## src/rtl/alu_pkg.sv

```systemverilog
// Shared opcode and FSM encodings for the multi-accumulator ALU and its control unit.
package alu_pkg;

    localparam logic [3:0] ALU_RESET  = 4'h0;
    localparam logic [3:0] ALU_ADD    = 4'h1;
    localparam logic [3:0] ALU_SUB    = 4'h2;
    localparam logic [3:0] ALU_AND    = 4'h3;
    localparam logic [3:0] ALU_OR     = 4'h4;
    localparam logic [3:0] ALU_XOR    = 4'h5;
    localparam logic [3:0] ALU_LSHIFT = 4'h6;
    localparam logic [3:0] ALU_RSHIFT = 4'h7;
    localparam logic [3:0] ALU_REGA   = 4'h8;
    localparam logic [3:0] ALU_OUT    = 4'h9;
    localparam logic [3:0] ALU_NOOP   = 4'hF;

    typedef enum logic {
        ST_IDLE  = 1'b0,
        ST_SHIFT = 1'b1
    } alu_state_e;

    function automatic logic is_shift_op(input logic [3:0] op);
        return (op == ALU_LSHIFT) || (op == ALU_RSHIFT);
    endfunction

endpackage

```

## src/rtl/alu_shift_ctrl.sv

```systemverilog
// Shift sequencer: holds the latched channel/direction, counts down one bit per cycle,
// and owns op_ready (low while a shift is in flight).
module alu_shift_ctrl
    import alu_pkg::*;
#(
    parameter int ACC_SEL_W = 2,
    parameter int SHAMT_W   = 4
) (
    input  logic                 clk,
    input  logic                 reset,
    input  logic                 start,
    input  logic                 start_dir,
    input  logic [ACC_SEL_W-1:0] start_ch,
    input  logic [SHAMT_W-1:0]   start_cnt,
    output logic                 op_ready,
    output logic                 shift_step,
    output logic                 shift_dir,
    output logic [ACC_SEL_W-1:0] shift_ch
);

    alu_state_e         state, state_nxt;
    logic [SHAMT_W-1:0] cnt;

    always_ff @(posedge clk) begin
        if (reset) state <= ST_IDLE;
        else       state <= state_nxt;
    end

    always_ff @(posedge clk) begin
        if (reset) begin
            cnt       <= '0;
            shift_dir <= 1'b0;
            shift_ch  <= '0;
        end else if (start) begin
            cnt       <= start_cnt;
            shift_dir <= start_dir;
            shift_ch  <= start_ch;
        end else if (shift_step) begin
            cnt <= cnt - 1'b1;
        end
    end

    always_comb begin
        state_nxt = state;
        case (state)
            ST_IDLE:  if (start) state_nxt = ST_SHIFT;
            ST_SHIFT: if (cnt == SHAMT_W'(1)) state_nxt = ST_IDLE;
            default:  state_nxt = ST_IDLE;
        endcase
    end

    always_comb begin
        op_ready   = (state == ST_IDLE);
        shift_step = (state == ST_SHIFT);
    end

endmodule

```

## src/rtl/alu_multi_acc.sv

```systemverilog
// Multi-accumulator ALU with valid/ready op handshake and bit-serial shifts.
// Optional ALU_SAT_EN: saturating ADD/SUB instead of modulo arithmetic.
module alu_multi_acc
    import alu_pkg::*;
#(
    parameter  int DATA_WIDTH = 8,
    parameter  int NUM_ACC    = 4,
    localparam int ACC_SEL_W  = $clog2(NUM_ACC),
    localparam int SHAMT_W    = $clog2(DATA_WIDTH) + 1
) (
    input  logic                  clk,
    input  logic                  reset,
    input  logic [DATA_WIDTH-1:0] data_in,
    input  logic [3:0]            opcode,
    input  logic [ACC_SEL_W-1:0]  acc_sel,
    input  logic                  op_valid,
    output logic                  op_ready,
    output logic [DATA_WIDTH-1:0] data_out,
    output logic                  out_valid,
    output logic                  acc_overflow,
    output logic                  acc_zero,
    output logic                  acc_negative
);

    logic [NUM_ACC-1:0][DATA_WIDTH:0] acc, acc_nxt;
    logic [DATA_WIDTH-1:0] reg_a;
    logic [DATA_WIDTH:0]   acc_cur, reg_a_ext, op_res, sh_src, sh_res;
    logic [SHAMT_W-1:0]    shamt_raw, shamt;
    logic                  accept, op_wr, sh_start;
    logic                  shift_step, shift_dir;
    logic [ACC_SEL_W-1:0]  shift_ch;

    assign accept    = op_valid && op_ready;
    assign acc_cur   = acc[acc_sel];
    assign reg_a_ext = {1'b0, reg_a};

    assign shamt_raw = data_in[SHAMT_W-1:0];
    assign shamt     = (shamt_raw > SHAMT_W'(DATA_WIDTH)) ? SHAMT_W'(DATA_WIDTH) : shamt_raw;
    assign sh_start  = accept && is_shift_op(opcode) && (shamt != '0);

    alu_shift_ctrl #(
        .ACC_SEL_W (ACC_SEL_W),
        .SHAMT_W   (SHAMT_W)
    ) u_shift_ctrl (
        .clk        (clk),
        .reset      (reset),
        .start      (sh_start),
        .start_dir  (opcode == ALU_RSHIFT),
        .start_ch   (acc_sel),
        .start_cnt  (shamt),
        .op_ready   (op_ready),
        .shift_step (shift_step),
        .shift_dir  (shift_dir),
        .shift_ch   (shift_ch)
    );

    // Right shifts drop the carry on every step; after the first it is already zero.
    assign sh_src = acc[shift_ch];
    assign sh_res = shift_dir ? {2'b00, sh_src[DATA_WIDTH-1:1]} : {sh_src[DATA_WIDTH-1:0], 1'b0};

`ifdef ALU_SAT_EN
    logic [DATA_WIDTH:0] sat_sum, sat_diff;
    assign sat_sum  = {1'b0, acc_cur[DATA_WIDTH-1:0]} + reg_a_ext;
    assign sat_diff = {1'b0, acc_cur[DATA_WIDTH-1:0]} - reg_a_ext;
`endif

    always_comb begin
        op_res = acc_cur;
        op_wr  = 1'b0;
        case (opcode)
            ALU_RESET: begin op_res = '0;                   op_wr = accept; end
`ifdef ALU_SAT_EN
            ALU_ADD: begin
                op_res = sat_sum[DATA_WIDTH] ? {1'b1, {DATA_WIDTH{1'b1}}}
                                             : {acc_cur[DATA_WIDTH], sat_sum[DATA_WIDTH-1:0]};
                op_wr  = accept;
            end
            ALU_SUB: begin
                op_res = sat_diff[DATA_WIDTH] ? {1'b1, {DATA_WIDTH{1'b0}}}
                                              : {acc_cur[DATA_WIDTH], sat_diff[DATA_WIDTH-1:0]};
                op_wr  = accept;
            end
`else
            ALU_ADD:   begin op_res = acc_cur + reg_a_ext;  op_wr = accept; end
            ALU_SUB:   begin op_res = acc_cur - reg_a_ext;  op_wr = accept; end
`endif
            ALU_AND:   begin op_res = acc_cur & reg_a_ext;  op_wr = accept; end
            ALU_OR:    begin op_res = acc_cur | reg_a_ext;  op_wr = accept; end
            ALU_XOR:   begin op_res = acc_cur ^ reg_a_ext;  op_wr = accept; end
            default:   begin op_res = acc_cur;              op_wr = 1'b0;   end
        endcase
    end

    // Step and single-cycle write never coincide: ops are only accepted in IDLE.
    for (genvar i = 0; i < NUM_ACC; i++) begin : g_acc
        assign acc_nxt[i] = (shift_step && shift_ch == ACC_SEL_W'(i)) ? sh_res :
                            (op_wr && acc_sel == ACC_SEL_W'(i))       ? op_res : acc[i];
    end

    always_ff @(posedge clk) begin
        if (reset) begin
            acc       <= '0;
            reg_a     <= '0;
            data_out  <= '0;
            out_valid <= 1'b0;
        end else begin
            acc       <= acc_nxt;
            out_valid <= accept && (opcode == ALU_OUT);
            if (accept && opcode == ALU_REGA) reg_a    <= data_in;
            if (accept && opcode == ALU_OUT)  data_out <= acc_cur[DATA_WIDTH-1:0];
        end
    end

    assign acc_overflow = acc_cur[DATA_WIDTH];
    assign acc_zero     = (acc_cur == '0);
    assign acc_negative = acc_cur[DATA_WIDTH-1];

endmodule
```

## config.mk

```make
export PLATFORM = sky130hd
export DESIGN_NAME = alu_multi_acc
export DESIGN_NICKNAME = d
export VERILOG_FILES = /design/src/rtl/alu_pkg.sv /design/src/rtl/alu_shift_ctrl.sv /design/src/rtl/alu_multi_acc.sv
export SDC_FILE = /design/constraint.sdc
export NUM_CORES = 1
export LEC_CHECK = 0
export BUFFER_PORTS_ARGS = -buffer_cell sky130_fd_sc_hd__buf_2
export CAP_MARGIN = 5
export CORE_MARGIN = 8
export CORE_UTILIZATION = 39
export CTS_CLUSTER_SIZE = 24
export DETAILED_ROUTE_END_ITERATION = 12
export PLACE_DENSITY_LB_ADDON = 0.25
export SLEW_MARGIN = 20
export SYNTH_ARGS = -nofsm -noshare
export SYNTH_HDL_FRONTEND = slang
export SYNTH_HIERARCHICAL = 1
export SYNTH_SLANG_ARGS = --single-unit
```

## constraint.sdc

```tcl
create_clock -name clk -period 2.4 [get_ports clk]
set_input_delay 0.12 -clock clk [delete_from_list [all_inputs] [get_ports clk]]
set_output_delay 0.12 -clock clk [all_outputs]
set_load 0.05 [all_outputs]
```

# [Yosys cells after proc, flatten, opt, wreduce, memory -nomap -nowiden]
# Cells that the tools add are included.
# Widths: inputs -> output; s select.
[op_classes] addsub=3 multipliers=0 n_div=0 n_lt_le_gt_ge=3 eq_ne=16 n_shift=0 muxes=21 bitwise=4 n_reduce_logical=25
[op_table] operator="$mux 9" n=10
[op_table] operator="$pmux 9 s6" n=1
[op_table] operator="$bmux 9 s2" n=2
[op_table] operator="$eq 4x3->1 const B" n=4
[op_table] operator="$logic_and 1x1->1" n=13
[op_table] operator="$mux 4" n=3
[op_table] operator="$reduce_bool 2->1" n=5
[op_table] operator="$add 9x8->9" n=1
[op_table] operator="$and 9x8->9" n=1
[op_table] operator="$logic_not 9->1" n=1
[op_table] operator="$or 9x8->9" n=1
[op_table] operator="$sub 9x8->9" n=1
[op_table] operator="$xor 9x8->9" n=1
[op_table] operator="$eq 2x2->1 const B" n=4
[op_table] operator="$eq 4x1->1 const B" n=2
[op_table] operator="$eq 4x2->1 const B" n=2
[op_table] operator="$eq 4x4->1 const B" n=2
[op_table] operator="$mux 8" n=1
[op_table] operator="$lt 2x3->1 const B" n=2
[op_table] operator="$reduce_or 6->1" n=1
[op_table] operator="$eq 2x1->1 const B" n=2
[op_table] operator="$gt 4x4->1 const B" n=1
[op_table] operator="$logic_not 2->1" n=2
[op_table] operator="$logic_not 4->1" n=1
[op_table] operator="6 further kinds" n=8
[word_totals] register_bits=61 latchBits=0 ram_bits=0 mem_bits_ro=0 in_bits=17 output_inout_bits=13 n_memories=0

# [Depth between registers and ports, before layout]
# Gate-level depths: netlist of the first run.
[logic_depth] depth_word=6 mapped_depth=12 mapped_depth_nobuf=11

# [Hierarchy]
# Netlist of the first run, hierarchy kept.
[modules_own_cells] mod="alu_multi_acc" instances=1 cells_per_inst=471 area_per_inst_um2=4066.4 seq_area_each_um2=1061.0
[modules_own_cells] mod="alu_shift_ctrl" instances=1 cells_per_inst=42 area_per_inst_um2=391.6 seq_area_each_um2=160.2

# [Worst setup path after synthesis of the first run]
# Ideal clock, no wire load.
[synth_timing] kind="input to register" from="in opcode[0]" to="reg acc[7] (netlist name)" setup_time_ns=0.125 arrival_ns=2.491 path_slack_ns=-0.216 stages=11 path_buffers=1 path_cell_list="buf_4 > nor4b_4 > mux2_2 > inv_1 > ha_1 > nor2b_1 > o31ai_1 > a2111o_1 > o221ai_1 > a311oi_1 > a21oi_1"
[synth_via] elab_chain_len=5 word_cells_on_any_way=13 cone_classes="eq/ne: 5; mux: 4; reduce/logical: 4"
[synth_lines] item="from (decl)" line_no="alu_multi_acc.sv:14" text="input logic [3:0] opcode,"
[synth_lines] item="$eq 4x3->1, or another cell as far along" line_no="alu_multi_acc.sv:70" text="case (opcode)"
[synth_lines] item="$reduce_or 6->1 (no line)"
[synth_lines] item="$mux 1" line_no="alu_multi_acc.sv:70"
[synth_lines] item="$logic_and 1x1->1" line_no="alu_multi_acc.sv:97" text="(op_wr && acc_sel == ACC_SEL_W'(i)) ? op_res : acc[i];"
[synth_lines] item="$reduce_bool 2->1 (no line)"
[synth_lines] item="to (signal assigned)" line_no="alu_multi_acc.sv:107" text="acc <= acc_nxt;"
[synth_lines] item="to (decl)" line_no="alu_multi_acc.sv:25" text="logic [NUM_ACC-1:0][DATA_WIDTH:0] acc, acc_nxt;"
# Parallel ways exist; a longest one is shown, timed or not. The select of a mux whose other input is x is not followed.
# A chain may end at the register's enable or synchronous reset.

# [Worst setup path in the final report of the first run]
[layout_timing] from="reg acc[28] (netlist name)" to="reg acc[25] (netlist name)"
[layout_via] elab_chain_len=6 word_cells_on_any_way=7 cone_classes="add/sub: 2; mux: 5"
[layout_lines] item="$bmux 9 s2 *" line_no="alu_multi_acc.sv:34" text="assign acc_cur = acc[acc_sel];"
[layout_lines] item="$mux 9 (not written as such) *" line_no="alu_multi_acc.sv:34"
[layout_lines] item="named net acc_cur[1]" line_no="alu_multi_acc.sv:27" text="logic [DATA_WIDTH:0] acc_cur, reg_a_ext, op_res, sh_src, sh_res;"
[layout_lines] item="$sub 9x8->9 or $add 9x8->9 (tied branches)" line_no="alu_multi_acc.sv:85, alu_multi_acc.sv:84"
[layout_lines] item="$pmux 9 s6 *" line_no="alu_multi_acc.sv:70"
[layout_lines] item="$mux 9 *" line_no="alu_multi_acc.sv:97"
[layout_lines] item="$mux 9 *" line_no="alu_multi_acc.sv:96" text="assign acc_nxt[i] = (shift_step && shift_ch == ACC_SEL_W'(i)) ? sh_res :"
# The timed path passes the listed nets; every way through them passes the cells marked *. The select of a mux whose other input is x is not followed.

==> metrics.csv, run 1 <==
metric;value;unit
cap_violations;0;
cts_tree;done;
nets;638;
worstMarginPinSlew;0.749;ns
wl;14400;um
power.share.combinational;0.207;
crit_path_slowest_cell;sky130_fd_sc_hd__mux4_2;
maxSlewViolCount;0;
switchingPower;0.830;mW
grt_first_pass_wirelength;22600;um
ys_ff_latch;61;
grt_overflow;0;
htreeDepth;3;
layout_worst_path_cycle_share;1.04;
die-area;15100;um^2
hpwl_detailed;10500;um
rel_slew_slack;0.500;
peakVddDrop;0.365;mV
synth.cell_area;4460;um^2
fin_ws;-0.106;ns
most-common-layout-cells;sky130_fd_sc_hd__buf_4, sky130_fd_sc_hd__nor2_1, sky130_fd_sc_hd__dfxtp_1;
route.vias.total;4373;
cts_sinks;61;
initial_antenna_violation_count;0;
setup_tns;-0.299;ns
area_growth_syn_to_layout;29.5;%
power.share.clock;0.421;
cellPowerDensity;496;nW/um^2
number_of_synthesized_flops_with_an_enable_pin;0;
ys_warn_count;6;
ctsLongestPathBuffers;2;
critical_path_arrival;2.77;ns
drt.antenna.violating_nets;0;
power_leakage;2.24;nW
antenna-diode-count;0;
port_buffers;29;
worst_min_path_class;in -> reg;
netlist-cell-type-count;62;
power.switching_fraction;0.290;
drt-wirelength-per-cell;19.6;um
hold_path_depth;3;
failing_checks;setup timing;
cts-buffers-inserted;9;
ctsRootBufferMaster;sky130_fd_sc_hd__clkbuf_16;
ys_async_sr_fraction;0;
crit_type;reg -> reg;
ys_seq_area_frac;0.274;
grt_start_max_net_pins;47;
finalWeightedCongestion;0.943;
io_pins;30;
drc_errors;0;
die_h;123;um
most_frequent_standard_cell_in_the_layout_excluding_fill_and_tap_cells;sky130_fd_sc_hd__buf_4;
cp_max_stage_delay;0.57;ns
report.final.hold_viol_count;0;
reg2regPathDepth;9;
detail_route.first_pass.iterations;4;
grt_usage;0.194;
run_status;finished, violations left;
worst_setup_hold_path_clk_slew;0.05;ns
rsz0062_at_grt;yes;
die_width;123;um
timing.critical_path.fanout_max;4;
synth_nets;559;
min_period;2.51;ns
setup-violations-final;4;
post_synthesis_mean_instance_area;8.69;um^2
syn-instance-count;513;
startpoint_type;flip-flop;
share_of_power_burned_in_registers;0.371;
initialDrtViolationCount;371;
via_per_instance_ratio;5.93;
worstSetupEndpointType;flip-flop;
worst-endpoint-required;2.66;ns
rows;39;
floorplan.initialDensity;0.395;
power_report.internal_total;2.03;mW
fp.coreArea;11300;um^2
fin_worst_skew;0.00795;ns
maxClockFrequency;0.399;GHz
dominantRegCellSynth;sky130_fd_sc_hd__dfxtp_1;
worstPathCellList;mux4_2 > ha_4 > nor2b_4 > o31ai_4 > a2111o_1 > o221ai_4 > buf_4 > nand3_2 > a22oi_1;
fillerInstances;1035;
hold_slack;0.0141;ns
clk-insertion-delay-late;0.34;ns
layout-drive-gt1-share;0.353;
vias_in_the_first_global_route;4323;
[per-stage QoR]
step / power, mW / util / cell area, um^2 / setup slack, ns / std cells
3_3_place_gp: 1.59 / 0.459 / 5170 / -0.191 / 720
6_report: 2.86 / 0.512 / 5770 / -0.106 / 738
3_5_place_dp: 1.59 / 0.459 / 5170 / -0.224 / 720
4_1_cts: 2.83 / 0.491 / 5540 / -0.0540 / 736
2_1_floorplan: 1.44 / - / 4510 / 0.0274 / 513
5_1_grt: 2.96 / 0.512 / 5770 / -0.178 / 738
[logic make-up (layout without fill, tap and decap cells)]
family,after synthesis,count (layout),synth area share
AO/OA/AOI/OAI,130,130,0.199
XOR/XNOR,15,15,0.0295
adder cells (fa/ha/maj),29,29,0.0831
buffers and inverters,61,143,0.0668
flip-flops,61,61,0.274
multiplexers,44,44,0.148
AND/OR/NAND/NOR,173,173,0.200
[power groups by stage]
stage          clock [mW]  combinational, mW  sequential, mW
2_1_floorplan           0              0.360            1.08
3_3_place_gp            0              0.503            1.08
3_5_place_dp            0              0.511            1.08
4_1_cts              1.22              0.548            1.06
5_1_grt              1.26              0.635            1.06
6_report             1.21              0.594            1.06
[cell usage after synthesis, types with 12 or more instances]
library cell / instances / share of area
sky130_fd_sc_hd__nand2_1: 53 / 0.045
sky130_fd_sc_hd__clkbuf_1: 17 / 0.014
sky130_fd_sc_hd__o21ai_0: 15 / 0.017
sky130_fd_sc_hd__nor4_1: 12 / 0.017
sky130_fd_sc_hd__a21oi_1: 36 / 0.040
sky130_fd_sc_hd__nor2_1: 57 / 0.048
sky130_fd_sc_hd__mux2i_1: 22 / 0.049
sky130_fd_sc_hd__mux4_2: 17 / 0.086
sky130_fd_sc_hd__inv_1: 24 / 0.020
sky130_fd_sc_hd__dfxtp_1: 61 / 0.27
sky130_fd_sc_hd__ha_1: 28 / 0.079
[repair_timing]
item	CTS	global route
endpoints found under the setup margin	32	32
pin swaps	9	46
hold endpoints to repair	0	0
setup buffers	2	2
hold buffers	0	0
gates resized for setup	19	49
[worst paths after layout]
path                from          end  slack (ns)
max              acc[28]      acc[25]       -0.11
min           data_in[6]     reg_a[6]        0.01
max reg2reg      acc[28]      acc[25]       -0.11
min reg2reg  data_out[2]  data_out[2]        0.49
[state kept, by name, summed over array words and instances, names as in the netlist]
name	flops
acc	36
data_out	8
out_valid	1
reg_a	8
u_shift_ctrl/cnt	4
u_shift_ctrl/shift_ch	2
u_shift_ctrl/shift_dir	1
u_shift_ctrl/shift_step	1
[layer usage]
| metal | vias up | wire [um] | GRT usage |
|---|---|---|---|
| met3 | 32 | 1050 | 0.0374 |
| met2 | 185 | 6740 | 0.310 |
| met1 | 2108 | 6240 | 0.245 |
| li1 | 2048 | - | - |
| met4 | 0 | 425 | 0.101 |
| met5 | - | 0 | 0 |
[worst max-delay path: cells and delay by family, from the launching register on]
kind | cells | cell delay, ns
AO/OA/AOI/OAI | 4 | 0.84
adder cells (fa/ha/maj) | 1 | 0.30
buffers and inverters | 1 | 0.17
flip-flops | 1 | 0.32
multiplexers | 1 | 0.57
AND/OR/NAND/NOR | 2 | 0.23
[cell type report]
cell class                 instances  area [um^2]  share of cell area
timing repair buffer             105          723               0.125
tap                              143          179              0.0310
sequential                        61         1230               0.214
clock buffer                      12          256              0.0444
inverter                          24         95.1              0.0165
multi-input combinational        391         3280               0.567
clock inverter                     2         10.0             0.00173
(Power assumes the default switching activity.)
==> run 2: changes to the inputs <==
- CELL_PAD_IN_SITES_DETAIL_PLACEMENT: default -> 0
- CELL_PAD_IN_SITES_GLOBAL_PLACEMENT: default -> 2
- CORE_UTILIZATION: 39 -> 34
==> metrics.csv, run 2 (same netlist as run 1, synthesis figures left out) <==
metric;value;unit
run_status;finished, violations left;
failing_checks;setup timing;
drt-wirelength-per-cell;19.8;um
reg2regPathDepth;11;
power_leakage;2.32;nW
grt_usage;0.188;
startpoint_type;flip-flop;
route.vias.total;4286;
top_register;acc;
initialDrtViolationCount;303;
initial_antenna_violation_count;0;
design_area;5970;um^2
fin_worst_skew;0.00703;ns
cts-buffers-inserted;9;
cap_violations;0;
fp.coreArea;13000;um^2
share_of_power_burned_in_registers;0.328;
worstPathCellList;inv_2 > ha_4 > mux2_4 > fa_2 > buf_6 > xnor2_1 > a32oi_1 > o211a_1 > nand2_1 > o211ai_1 > a21oi_1;
cts_tree;done;
vias_in_the_first_global_route;4230;
worstMarginPinSlew;0.770;ns
ctsRootBufferMaster;sky130_fd_sc_hd__clkbuf_16;
drt.antenna.violating_nets;0;
timing.critical_path.fanout_max;4;
layout_worst_path_cycle_share;1.02;
power.switching_fraction;0.269;
drc_errors;0;
worst_setup_hold_path_clk_slew;0.06;ns
ctsLongestPathBuffers;2;
maxSlewViolCount;0;
placed_cell_area;5290;um^2
detail_route.first_pass.iterations;5;
critical_path_arrival;2.64;ns
hpwl_detailed;11400;um
clk-insertion-delay-late;0.34;ns
peakVddDrop;0.374;mV
layout-drive-gt1-share;0.364;
grt_overflow;0;
maxClockFrequency;0.410;GHz
power.share.clock;0.484;
place_ws;-0.253;ns
crit_path_slowest_cell;sky130_fd_sc_hd__fa_2;
fin_ws;-0.0379;ns
htreeDepth;3;
worst_min_path_class;in -> reg;
report.final.hold_viol_count;0;
finalWeightedCongestion;0.865;
cellPowerDensity;543;nW/um^2
most-common-layout-cells;sky130_fd_sc_hd__buf_4, sky130_fd_sc_hd__nor2_1, sky130_fd_sc_hd__dfxtp_1;
worst_path_dominant_cell_family;compound AO/OA/AOI/OAI gates;
power.share.combinational;0.188;
die-area;17000;um^2
hold_path_depth;3;
nets;649;
most_frequent_standard_cell_in_the_layout_excluding_fill_and_tap_cells;sky130_fd_sc_hd__buf_4;
largest_register_ff_count;36;
port_buffers;29;
rsz0062_at_grt;yes;
grt_first_pass_wirelength;24200;um
die_width;131;um
cp_max_stage_delay;0.38;ns
min_period;2.44;ns
crit_type;reg -> reg;
rows;42;
floorplan.initialDensity;0.342;
post_cts_hold_buffer_count;0;
wl;15500;um
crit_cells;11;
reg_top3;acc (36), data_out (8), reg_a (8);
cts_sinks;61;
worstSetupEndpointType;flip-flop;
antenna-diode-count;0;
grt_start_max_net_pins;39;
worst-endpoint-required;2.60;ns
rel_slew_slack;0.486;
io_pins;30;
via_per_instance_ratio;5.47;
switchingPower;0.873;mW
cp_num_buf_inv;2;
setup-violations-final;4;
power_report.internal_total;2.37;mW
area_growth_syn_to_layout;33.9;%
die_h;131;um
run 2: cell types whose count changed in the layout (fill, tap and decap cells not counted), moves of 3 or more:
cell,change
sky130_fd_sc_hd__buf_4,+9
sky130_fd_sc_hd__bufinv_16,+3
sky130_fd_sc_hd__ha_2,+3
sky130_fd_sc_hd__ha_4,-3
run 2: worst register-to-register path, cell delays in order, from the launching register on:
cell and delay [ns]:
sky130_fd_sc_hd__dfxtp_2 0.33, sky130_fd_sc_hd__inv_2 0.06, sky130_fd_sc_hd__ha_4 0.22, sky130_fd_sc_hd__mux2_4 0.28, sky130_fd_sc_hd__fa_2 0.38, sky130_fd_sc_hd__buf_6 0.13, sky130_fd_sc_hd__xnor2_1 0.12, sky130_fd_sc_hd__a32oi_1 0.19
sky130_fd_sc_hd__o211a_1 0.32, sky130_fd_sc_hd__nand2_1 0.09, sky130_fd_sc_hd__o211ai_1 0.11, sky130_fd_sc_hd__a21oi_1 0.08
run 2: routing by layer:
metal | wire length [um] | global-route usage | up-vias
met2 | 7140 | 0.292 | 138
met1 | 7350 | 0.255 | 2070
met3 | 819 | 0.0353 | 12
met5 | 0 | 0 | -
li1 | - | - | 2066
met4 | 189 | 0.0635 | 0
run 2: timing repair:
item,in CTS,in global routing
pin swaps,18,31
resized for setup,23,42
buffers inserted,6,2
setup endpoints to repair,28,33
run 2: area by class of cell:
cell class / instances / area, um^2
clock inverters: 4 / 95.1
clock buffers: 11 / 253
flip-flops and latches: 61 / 1230
fillers: 1323 / 7060
repair buffers: 116 / 833
inverters: 24 / 90.1
multi-input cells: 391 / 3250
well taps: 176 / 220
run 2: power groups by stage:
stage / clock (mW) / combinational (mW) / sequential [mW]
5_1_grt: 1.63 / 0.657 / 1.07
2_1_floorplan: 0 / 0.360 / 1.08
4_1_cts: 1.58 / 0.566 / 1.06
6_report: 1.57 / 0.608 / 1.06
3_3_place_gp: 0 / 0.528 / 1.08
3_5_place_dp: 0 / 0.533 / 1.08
run 2: path summary, 6_finish.rpt:
check | from | to | slack, ns
worst max-delay path | reg_a[0] | acc[29] | -0.04
worst min-delay path | data_in[6] | reg_a[6] | 0.02
worst max register to register | reg_a[0] | acc[29] | -0.04
worst min register to register | data_out[2] | data_out[2] | 0.49
run 2: per-stage QoR:
step                      total power [mW]  TNS (ns)  cells  hold slack (ns)  utilization
after floorplan                       1.44         0    513            0.264            -
after global placement                1.61     -3.41    760            0.353        0.406
after detailed placement              1.62     -4.27    760            0.361        0.406
after CTS                             3.21   -0.0457    781           0.0100        0.443
after global routing                  3.35     -1.62    783           0.0324        0.458
final                                 3.24   -0.0693    783           0.0153        0.458
